$ cat src/rtl/vga_pkg.sv
`default_nettype none
// ============================================================================
// Module      : vga_pkg
// Description : Shared VGA timing constants, total derivation and raw-signal type.
// Revision    : 1.0  initial parametrised release
// ============================================================================
package vga_pkg;

    // 640x480@60 defaults
    localparam int unsigned DEF_H_ACTIVE = 640;
    localparam int unsigned DEF_H_FP     = 16;
    localparam int unsigned DEF_H_SYNC   = 96;
    localparam int unsigned DEF_H_BP     = 48;
    localparam int unsigned DEF_V_ACTIVE = 480;
    localparam int unsigned DEF_V_FP     = 10;
    localparam int unsigned DEF_V_SYNC   = 2;
    localparam int unsigned DEF_V_BP     = 33;

    localparam bit POL_ACTIVE_LOW  = 1'b0;
    localparam bit POL_ACTIVE_HIGH = 1'b1;

    // 50 MHz system clock to 25 MHz pixel strobe
    localparam int unsigned STROBE_DIV = 2;

    typedef struct packed {
        logic de;
        logic hs;
        logic vs;
    } vga_raw_t;

    function automatic int unsigned total(input int unsigned active, input int unsigned fp,
                                          input int unsigned sync, input int unsigned bp);
        return active + fp + sync + bp;
    endfunction

endpackage
`default_nettype wire

$ cat src/rtl/vga_delay_line.sv
`default_nettype none
// ============================================================================
// Module      : vga_delay_line
// Description : Strobe-enabled shift register of parametrised depth, cleared by reset.
// Revision    : 1.0  initial release
// ============================================================================
module vga_delay_line #(
    parameter int WIDTH = 3,
    parameter int DEPTH = 1
) (
    input  logic             clk,
    input  logic             rst,
    input  logic             i_en,
    input  logic [WIDTH-1:0] i_d,
    output logic [WIDTH-1:0] o_q
);

    logic [WIDTH-1:0] r_stage [DEPTH];

    always_ff @(posedge clk) begin
        if (rst) begin
            for (int i = 0; i < DEPTH; i++) begin
                r_stage[i] <= '0;
            end
        end else if (i_en) begin
            r_stage[0] <= i_d;
            for (int i = 1; i < DEPTH; i++) begin
                r_stage[i] <= r_stage[i-1];
            end
        end
    end

    assign o_q = r_stage[DEPTH-1];

endmodule
`default_nettype wire

$ cat src/rtl/vga_timing_gen.sv
`default_nettype none
// ============================================================================
// Module      : vga_timing_gen
// Description : Parametrised VGA timing: counters, sync/DE with strobe delay, pulses.
// Revision    : 1.0  initial parametrised release
// ============================================================================
module vga_timing_gen
    import vga_pkg::*;
#(
    parameter int unsigned H_ACTIVE = DEF_H_ACTIVE,
    parameter int unsigned H_FP     = DEF_H_FP,
    parameter int unsigned H_SYNC   = DEF_H_SYNC,
    parameter int unsigned H_BP     = DEF_H_BP,
    parameter int unsigned V_ACTIVE = DEF_V_ACTIVE,
    parameter int unsigned V_FP     = DEF_V_FP,
    parameter int unsigned V_SYNC   = DEF_V_SYNC,
    parameter int unsigned V_BP     = DEF_V_BP,
    parameter bit          H_POL    = POL_ACTIVE_LOW,
    parameter bit          V_POL    = POL_ACTIVE_LOW,
    parameter int unsigned LATENCY  = 0,
    parameter int unsigned XW       = 10,
    parameter int unsigned YW       = 10,
    parameter int unsigned FW       = 8
) (
    input  logic          in_clock,
    input  logic          in_reset,
    input  logic          in_strobe,
    output logic [XW-1:0] out_x,
    output logic [YW-1:0] out_y,
    output logic          out_hsync,
    output logic          out_vsync,
    output logic          out_de,
    output logic          out_line_start,
    output logic          out_frame_start,
    output logic [FW-1:0] out_frame_cnt
);

    localparam int unsigned c_H_TOTAL = total(H_ACTIVE, H_FP, H_SYNC, H_BP);
    localparam int unsigned c_V_TOTAL = total(V_ACTIVE, V_FP, V_SYNC, V_BP);

    if (H_ACTIVE == 0 || H_FP == 0 || H_SYNC == 0 || H_BP == 0 ||
        V_ACTIVE == 0 || V_FP == 0 || V_SYNC == 0 || V_BP == 0 ||
        LATENCY > 7 || XW == 0 || YW == 0 || FW == 0 ||
        longint'(c_H_TOTAL) > (longint'(1) << XW) ||
        longint'(c_V_TOTAL) > (longint'(1) << YW)) begin : g_bad_params
        $error("vga_timing_gen: illegal timing, latency or width parameters");
    end

    localparam logic [XW-1:0] c_H_LAST   = XW'(c_H_TOTAL - 1);
    localparam logic [XW-1:0] c_H_ACT    = XW'(H_ACTIVE);
    localparam logic [XW-1:0] c_HS_START = XW'(H_ACTIVE + H_FP);
    localparam logic [XW-1:0] c_HS_END   = XW'(H_ACTIVE + H_FP + H_SYNC);
    localparam logic [YW-1:0] c_V_LAST   = YW'(c_V_TOTAL - 1);
    localparam logic [YW-1:0] c_V_ACT    = YW'(V_ACTIVE);
    localparam logic [YW-1:0] c_VS_START = YW'(V_ACTIVE + V_FP);
    localparam logic [YW-1:0] c_VS_END   = YW'(V_ACTIVE + V_FP + V_SYNC);

    logic [XW-1:0] r_h_cnt;
    logic [YW-1:0] r_v_cnt;
    logic [FW-1:0] r_frame_cnt;
    logic          r_line_start;
    logic          r_frame_start;
    logic          w_h_last;
    logic          w_v_last;
    logic [XW-1:0] w_h_next;
    logic [YW-1:0] w_v_next;
    vga_raw_t      w_raw_next;
    vga_raw_t      w_raw_dly;

    // Raw signals are decoded from the next counter values so that the
    // first delay stage lines up with out_x/out_y when LATENCY is 0.
    always_comb begin
        w_h_last = (r_h_cnt == c_H_LAST);
        w_v_last = (r_v_cnt == c_V_LAST);
        w_h_next = w_h_last ? '0 : r_h_cnt + 1'b1;
        w_v_next = r_v_cnt;
        if (w_h_last) begin
            w_v_next = w_v_last ? '0 : r_v_cnt + 1'b1;
        end
        w_raw_next.de = (w_h_next < c_H_ACT) && (w_v_next < c_V_ACT);
        w_raw_next.hs = (w_h_next >= c_HS_START) && (w_h_next < c_HS_END);
        w_raw_next.vs = (w_v_next >= c_VS_START) && (w_v_next < c_VS_END);
    end

    always_ff @(posedge in_clock) begin
        if (in_reset) begin
            r_h_cnt       <= '0;
            r_v_cnt       <= '0;
            r_frame_cnt   <= '0;
            r_line_start  <= 1'b0;
            r_frame_start <= 1'b0;
        end else begin
            r_line_start  <= 1'b0;
            r_frame_start <= 1'b0;
            if (in_strobe) begin
                r_h_cnt       <= w_h_next;
                r_v_cnt       <= w_v_next;
                r_line_start  <= w_h_last;
                r_frame_start <= w_h_last && w_v_last;
                if (w_h_last && w_v_last) begin
                    r_frame_cnt <= r_frame_cnt + 1'b1;
                end
            end
        end
    end

    vga_delay_line #(
        .WIDTH(3),
        .DEPTH(int'(LATENCY) + 1)
    ) u_delay (
        .clk (in_clock),
        .rst (in_reset),
        .i_en(in_strobe),
        .i_d (w_raw_next),
        .o_q (w_raw_dly)
    );

    assign out_x           = r_h_cnt;
    assign out_y           = r_v_cnt;
    assign out_frame_cnt   = r_frame_cnt;
    assign out_line_start  = r_line_start;
    assign out_frame_start = r_frame_start;
    assign out_de          = w_raw_dly.de;
    assign out_hsync       = w_raw_dly.hs ^ ~H_POL;
    assign out_vsync       = w_raw_dly.vs ^ ~V_POL;

endmodule
`default_nettype wire

$ cat config.mk
export PLATFORM = sky130hd
export DESIGN_NAME = vga_timing_gen
export DESIGN_NICKNAME = d
export VERILOG_FILES = /design/src/rtl/vga_pkg.sv /design/src/rtl/vga_delay_line.sv /design/src/rtl/vga_timing_gen.sv
export SDC_FILE = /design/constraint.sdc
export NUM_CORES = 1
export LEC_CHECK = 0
export CAP_MARGIN = 20
export CORE_MARGIN = 2
export CORE_UTILIZATION = 55
export DETAILED_ROUTE_END_ITERATION = 16
export GPL_TIMING_DRIVEN = 0
export PLACE_DENSITY = 0.92
export RECOVER_POWER = 25
export SLEW_MARGIN = 30
export SYNTH_ARGS = -nofsm -noshare
export SYNTH_HDL_FRONTEND = slang
export SYNTH_SLANG_ARGS = --single-unit
$ cat constraint.sdc
create_clock -name in_clock -period 2.8 [get_ports in_clock]
set_input_delay 0.56 -clock in_clock [delete_from_list [all_inputs] [get_ports in_clock]]
set_output_delay 0.56 -clock in_clock [all_outputs]
set_load 0.005 [all_outputs]
==> summary by stage, run 1 <==
Outcome
The run finished with clean final reports.

STA
At the pin with the least slew margin, the transition time is 0.612 ns. Final hold analysis gives a worst-case slack of 0.525 ns. Setup repair after global routing left no endpoint under its margin. Setup violations remaining at the end of the flow were counted as 0. The highest achievable clock rate is 413 MHz. The number of hold-slack violations in the final timing report came to 0.

The max-slew headroom at the worst pin is 0.589. The number of pins exceeding their max-slew limit in the final report came to 0. Counting I/O delays and the setup requirement, the final critical path takes 2.42 ns. The final clock period utilization by the worst path is 0.865. The clock tree skew after final layout is 0.0120 ns. The summed negative setup slack over all endpoints is 0 ns.

Drt
Summed over all layers, the routed wires come to 4.43 mm. Once detail routing completed, the nets flagged for antenna violations numbered 0. In the final routed layout, each cell accounts on average for 13.9 µm.

After detailed routing, the number of remaining DRC violations is 0. The first routing iteration left 111 violations. The detailed router placed 1854 vias in this run. The iteration count of the initial detailed-routing pass is 6.

The via count normalized by instance count is 5.79.

Global routing
The via count of the first global-routing pass is 1590. In the global route stage, overall resource usage came out at 0.226. The number of antenna violations at the first check in global routing is 0. Entering global routing, the biggest net connects 12 pins. The wire length of the first global-routing pass is 7.29 mm.

The total global routing overflow is 0.

Setup path
On the worst path, the slowest cell contributes a delay of 0.67 ns. The capturing element type of the critical path is a flop. The worst path arrival time is 2.70 ns. Walking the worst path, the cells encountered are dlygate4sd3_1 -> inv_1 -> nor4_4 -> nand2_2 -> or3_1 -> a21oi_2. The worst setup path category is in -> reg. The sort of element at the start of the critical path is a primary input. Counting both buffers and inverters, the worst setup path holds a total of 2.

The kind of cell with the highest combined delay along the critical path is simple AND/OR/NAND/NOR gates. On the critical path, the stage with the largest delay is an instance of sky130_fd_sc_hd__dlygate4sd3_1. The required time at the endpoint of the critical path is 3.08 ns. Of all nets on the critical path, the largest fanout is 10.

Synthesis
The share of synthesized area in the top cell type comes to 0.305. The mean post-synth cell area is 8.53 µm². The sequential fraction of the synthesis area is 0.351. The post-synthesis cell count is 231. During synthesis, Yosys emitted a total of 0 warnings. The share of synthesized flip-flops with an asynchronous set or reset is 0. The synthesized netlist contains 60 unique library cells. The number of nets produced by synthesis is 239. The most used standard cell by instance count after synthesis is sky130_fd_sc_hd__nor2_1. Yosys mapped a number of flops with a built-in enable equal to 3. Of all cell types, the one taking the most synthesized area is sky130_fd_sc_hd__dfxtp_1. Among all flip-flop cells after synthesis, the most frequent one is sky130_fd_sc_hd__dfxtp_1. Ranked by instance count, the synthesized netlist is headed by sky130_fd_sc_hd__nor2_1 (34), sky130_fd_sc_hd__dfxtp_1 (30), sky130_fd_sc_hd__nand2_1 (14).

In this run, synthesis produced a sequential element count of 33. The netlist area before placement is 1970 µm². After synthesis, the cell types taking the most area are sky130_fd_sc_hd__dfxtp_1 (30%), sky130_fd_sc_hd__nor2_1 (6.5%), sky130_fd_sc_hd__edfxtp_1 (4.6%).

CTS
The H-tree was split into 2 levels. The later pin in the worst-skew pair is clocked with a latency of 0.35 ns. The clock passes through at most 2 buffers. The buffer cell driving the clock tree root is sky130_fd_sc_hd__clkbuf_4. The post-cts hold buffer count is 0.

The clock-pin slew of the registers on the worst-case setup and hold paths is 0.10 ns. The CTS tree is built. Gates resized during post-CTS repair numbered 0. The number of clock buffers added by TritonCTS is 5. The number of setup buffers added after CTS is 0. The clock drives 33 sinks.

Floorplanning
The floorplan step defined a die boundary enclosing 4080 µm². The placement row count is 21. The die span in x is 63.8 µm. The starting density of the core is 0.581. The core region is 3390 µm². The number of top-level pins is 36.

The height of the die is 63.8 µm.

Finish
The count of nets after finishing is 281. The fraction of layout cells with a size suffix above 1 is 0.153. The number of antenna diodes in the final layout is 0.

The final standard cell utilization of the core is 0.717. The flip-flop and latch area is 691 µm². The multi-input combinational cells in the finished layout cover a total of 1180 µm². The layout has 245 filler cells. The area growth from synthesis to layout is 23.4%.

Run
The max-capacitance violation count is 0.

Power
The leakage dissipation is 0.829 nW. The maximum vdd ir drop is 0.259 mV. For this design the ratio of total power to cell area is 334 nW/µm².

Placement
Summed over all nets, the half-perimeter wirelength after detailed placement is 3.20 mm. The congestion estimate from routability-driven global placement came to 0.870. The count of buffers from port buffering is 35.

Hold path
The tightest min-delay check is of the reg -> reg type.
==> routing by layer <==
layer | track usage | routed length (µm)
met5 | 0 | 0
met3 | 0.0475 | 271
met4 | 0.111 | 82
met2 | 0.354 | 2120
met1 | 0.294 | 1960
==> path summary, 6_finish.rpt <==
kind	start	end	slack [ns]	depth (start not counted)
hold reg to reg	out_y[9]	out_y[9]	0.52	2
setup / recovery	in_strobe	out_y[7]	0.38	6
hold / removal	out_y[9]	out_y[9]	0.52	2
setup reg to reg	out_x[0]	out_y[7]	0.48	6
==> worst reg2reg max path: cells and delay by family, from the launching register on <==
family	cells	cell delay [ns]
simple gates	4	1.34
flops	1	0.45
fa+ha+maj	1	0.31
compound gates	1	0.16
==> through the flow <==
stage               std cells  area [µm²]  worst slack (ns)  total power (W)
CTS                       320        2430             0.525         0.000817
global placement          312        2380             0.279         0.000556
finish                    320        2430             0.379         0.000812
floorplan                 231        1970             0.846         0.000531
global route              320        2430             0.330         0.000850
detailed placement        312        2380             0.212         0.000557
==> flip-flops by register name, indices dropped and copies added (netlist names) <==
register / count
out_x: 10
out_frame_start: 1
out_frame_cnt: 8
out_line_start: 1
u_delay.r_stage: 3
out_y: 10
==> placed cells by master, fill, tap and decap left out, drive strengths merged, types with 3 or more instances in the layout <==
master / n
a211oi: 3
o21ai: 7
nand4: 10
nand2: 16
dlygate4sd3: 11
and4: 3
edfxtp: 3
nand3: 13
a21oi: 14
a311oi: 3
and2: 3
dfxtp: 30
nor3: 8
xor2: 6
clkdlybuf4s50: 24
inv: 8
and3: 4
nor4: 6
xnor2: 10
ha: 5
nor2: 34
buf: 9
clkbuf: 11
==> cells by family after synthesis <==
| family | count (synthesis) | share of synthesized area |
|---|---|---|
| xor+xnor | 16 | 0.0712 |
| buf+inv | 23 | 0.0521 |
| simple gates | 111 | 0.342 |
| mux | 3 | 0.0159 |
| fa+ha+maj | 5 | 0.0318 |
| compound gates | 40 | 0.137 |
| flops | 33 | 0.351 |
==> power by group <==
group	internal, W	switching, W
Clock	0.0000945	0.000172
Combinational	0.0000258	0.0000290
Sequential	0.000483	0.00000809
Total	0.000603	0.000209
==> cell type report <==
class | instances | area share
buffer | 15 | 0.0293
clock buffer | 5 | 0.0154
clock inverter | 3 | 0.00721
inverter | 8 | 0.0124
multi-input combinational | 175 | 0.484
sequential | 33 | 0.284
tap | 46 | 0.0237
timing repair buffer | 35 | 0.144
Note: power is estimated with default switching activity, not from simulation.
==> inputs of run 2 (changes only) <==
- SKIP_CTS_REPAIR_TIMING: unset -> 1
==> results of run 2 <==
Same layout as run 1: the final DEF is identical, and so are final timing and power.
==> inputs of run 3 (changes only) <==
- CELL_PAD_IN_SITES_DETAIL_PLACEMENT: unset -> 1
- CELL_PAD_IN_SITES_GLOBAL_PLACEMENT: unset -> 2
- CORE_UTILIZATION: 55 -> 33
- PLACE_DENSITY: 0.92 -> 0.93
- RECOVER_POWER: 25 -> 50
==> run 3 against run 2 <==
Sequential power about the same. Via count down 2.4%. Combinational power about the same. Setup slack worse by 0.078 ns. Sequential share of layout area down 0.81 points. Power increased by 14%. Cell count grew 9.1%.
==> summary by stage, run 3 (synthesized netlist as in run 1, its figures left out) <==
Global routing
The wire length of the first global-routing pass came to 8.92 mm (+22%). The number of antenna violations at the first check in global routing is 0 (unchanged). The total global routing overflow is 0 (unchanged). The maximum number of pins on one net before global-route repair is 11 (-1). The via count of the first global-routing pass is 1804 (+13%). The all-layer global routing usage was 0.179 (-0.0475).

Placement
The worst setup slack before clock tree synthesis came to 0.133 ns (-0.0793 ns). The estimated wirelength of the detail-placed design is 3.92 mm (+22%). The count of buffers from port buffering is 35 (unchanged). The weighted congestion reported at the end of routability-driven placement is 0.781 (-10%).

CTS
The insertion delay of the later-clocked pin in the worst-skew pair is 0.29 ns (-0.06 ns). The clock-pin slew of the registers on the worst-case setup and hold paths is 0.07 ns (-0.03 ns). The buffer cell driving the clock tree root is sky130_fd_sc_hd__clkbuf_8.

The number of sinks driven by the clock tree is 33 (unchanged). The number of buffers added by the clock tree synthesis step is 5 (unchanged). The depth of the CTS H-tree was 2 (unchanged).

The CTS tree is built. The buffer depth of the longest clock path is 2 (unchanged).

Finish
The number of diodes added for antenna fixing is 0 (unchanged). The count of nets after finishing is 281 (unchanged). The number of fill cells is 694 (+180%). Leaving out fill and tap cells, the most frequent cell in the layout is sky130_fd_sc_hd__nor2_1. In the layout the commonest cells are sky130_fd_sc_hd__nor2_1 (34), sky130_fd_sc_hd__dlygate4sd3_1 (30), sky130_fd_sc_hd__dfxtp_1 (30). The signed area change from the synthesized netlist to the final layout is 27.1%.

The fraction of layout cells with a size suffix above 1 is 0.146 (-0.00730).

Power
The power density over the cells is 368 nW/µm² (+10%). The total power consumption of the routed design was 0.000922 W (+14%). The maximum vdd ir drop came to 0.180 mV (-31%).

The leakage dissipation is 0.900 nW (+8.6%).

Hold path
The cell depth of the worst min-delay path is 2 (unchanged). The path class of the tightest hold or removal check is reg -> reg.

Drt
The via count normalized by instance count is 5.19 (-10%). The first-iteration detailed-routing DRC count came to 68 (-39%). The iteration count of the initial detailed-routing pass is 4 (-2). The final routed wirelength across all metal layers is 5.18 mm (+17%). The remaining antenna violation count is 0 (unchanged). The final routed wire length divided by cell count is 14.8 µm (+7.1%). The number of vias after detailed routing is 1810 (-2.4%). The remaining design rule violation count is 0 (unchanged).

Setup path
The master of the slowest instance on the critical path is sky130_fd_sc_hd__dlygate4sd3_1. The buffers plus inverters on the worst setup path is 2 (unchanged). The maximum fanout along the worst path is 10 (unchanged).

The number of cells traversed by the worst register-to-register path is 7 (+1). The register-to-register setup slack is 0.45 ns (-0.03 ns). In this design, the largest share of critical-path delay is due to simple AND/OR/NAND/NOR gates. The sort of element at the start of the critical path is a primary input. The depth of the critical timing path with buffers and inverters included is 6 (unchanged). The delay of the slowest cell on the worst path was 0.68 ns (about the same). The worst path arrival time came to 2.72 ns (+0.02 ns). Traced cell by cell, the critical path runs through dlygate4sd3_1 -> inv_1 -> nor4_4 -> nand2_2 -> or3_1 -> a21oi_2. The critical path is of the in -> reg type.

The capturing element type of the critical path is a flop. The required time at the endpoint of the critical path is 3.02 ns (-0.06 ns).

STA
The minimum setup slack in the final design came to 0.301 ns (-0.0780 ns). The number of pins exceeding their max-slew limit in the final report came to 0 (unchanged). The actual slew at the worst max-slew pin is 0.654 ns (+0.0424 ns).

Setup repair after global routing left no endpoint under its margin. The clock tree skew after final layout is 0.00623 ns (-0.00577 ns). The highest achievable clock rate was 400 MHz (-3.1%). The final clock period utilization by the worst path is 0.892 (+0.0278).

The minimum clock period after layout is 2.50 ns (+0.0780 ns). The total setup violations reported at the end of the flow is 0 (unchanged). The final hold slack is 0.524 ns (-0.00118 ns). The summed negative setup slack over all endpoints is 0 ns (unchanged). The max-slew headroom at the worst pin is 0.561 (-0.0285). The number of hold-slack violations in the final timing report is 0 (unchanged).

Floorplanning
The height of the die was 81.3 µm (+27%). The die span in x is 81.3 µm (+27%). The die outline area is 6600 µm² (+62%). The number of top-level pins is 36 (unchanged). The placeable core region is 5850 µm² (+73%). The starting density of the core is 0.337 (-0.244).

The placement row count is 28 (+33%).

Outcome
The flow ran to the end, and the final reports show no timing, DRC or antenna violations.

Run
The max-capacitance violation count is 0 (unchanged).
## run 3: cell count changes in the layout (fill, tap and decap cells not counted), sizes merged
cell / previous run / this run
clkinvlp: 1 / 0
clkinv: 2 / 0
buf: 9 / 10
clkdlybuf4s50: 24 / 5
dlygate4sd3: 11 / 30
clkbuf: 11 / 13
## run 3: final cells by class
class                           instances  area [µm²]  share of cell area
Buffer                                 15        71.3              0.0285
Timing Repair Buffer                   35         350               0.140
Sequential cell                        33         691               0.276
Tap cell                               75        93.8              0.0375
Multi-Input combinational cell        175        1180               0.470
Clock buffer                            8        90.1              0.0360
Inverter                                8        30.0              0.0120
## run 3: power breakdown
| part | switching (W) | total (W) | internal (W) | leakage, nW |
|---|---|---|---|---|
| clock network | 0.000175 | 0.000376 | 0.000201 | 0.0455 |
| registers | 0.00000817 | 0.000491 | 0.000483 | 0.275 |
| logic | 0.0000307 | 0.0000548 | 0.0000241 | 0.579 |
## run 3: per-layer routing
metal,vias up,share of wire,GRT usage
met1,860,0.47,0.231
met2,26,0.47,0.284
li1,916,-,-
met3,8,0.035,0.0433
met5,-,0,0
met4,0,0.018,0.0729
## run 3: worst paths after layout
kind	start	to
hold / removal	out_frame_cnt[1]	out_frame_cnt[1]
hold reg to reg	out_frame_cnt[1]	out_frame_cnt[1]
setup / recovery	in_strobe	out_y[7]
setup reg to reg	out_x[0]	u_delay.r_stage[0][2]
## run 3: metrics by stage
stage,area [µm²],util,std cells
detailed placement,2410,0.413,341
global placement,2410,0.413,341
global route,2500,0.428,349
floorplan,1970,-,231
CTS,2500,0.428,349
finish,2500,0.428,349
## run 3: worst reg2reg max path, stage by stage (launching register included)
cell                       delay [ns]
sky130_fd_sc_hd__dfxtp_1         0.44
sky130_fd_sc_hd__ha_1            0.30
sky130_fd_sc_hd__nand4_2         0.24
sky130_fd_sc_hd__nor3_2          0.33
sky130_fd_sc_hd__buf_4           0.23
sky130_fd_sc_hd__o21ai_0         0.10
sky130_fd_sc_hd__a21bo_1         0.24
sky130_fd_sc_hd__a311oi_1        0.29
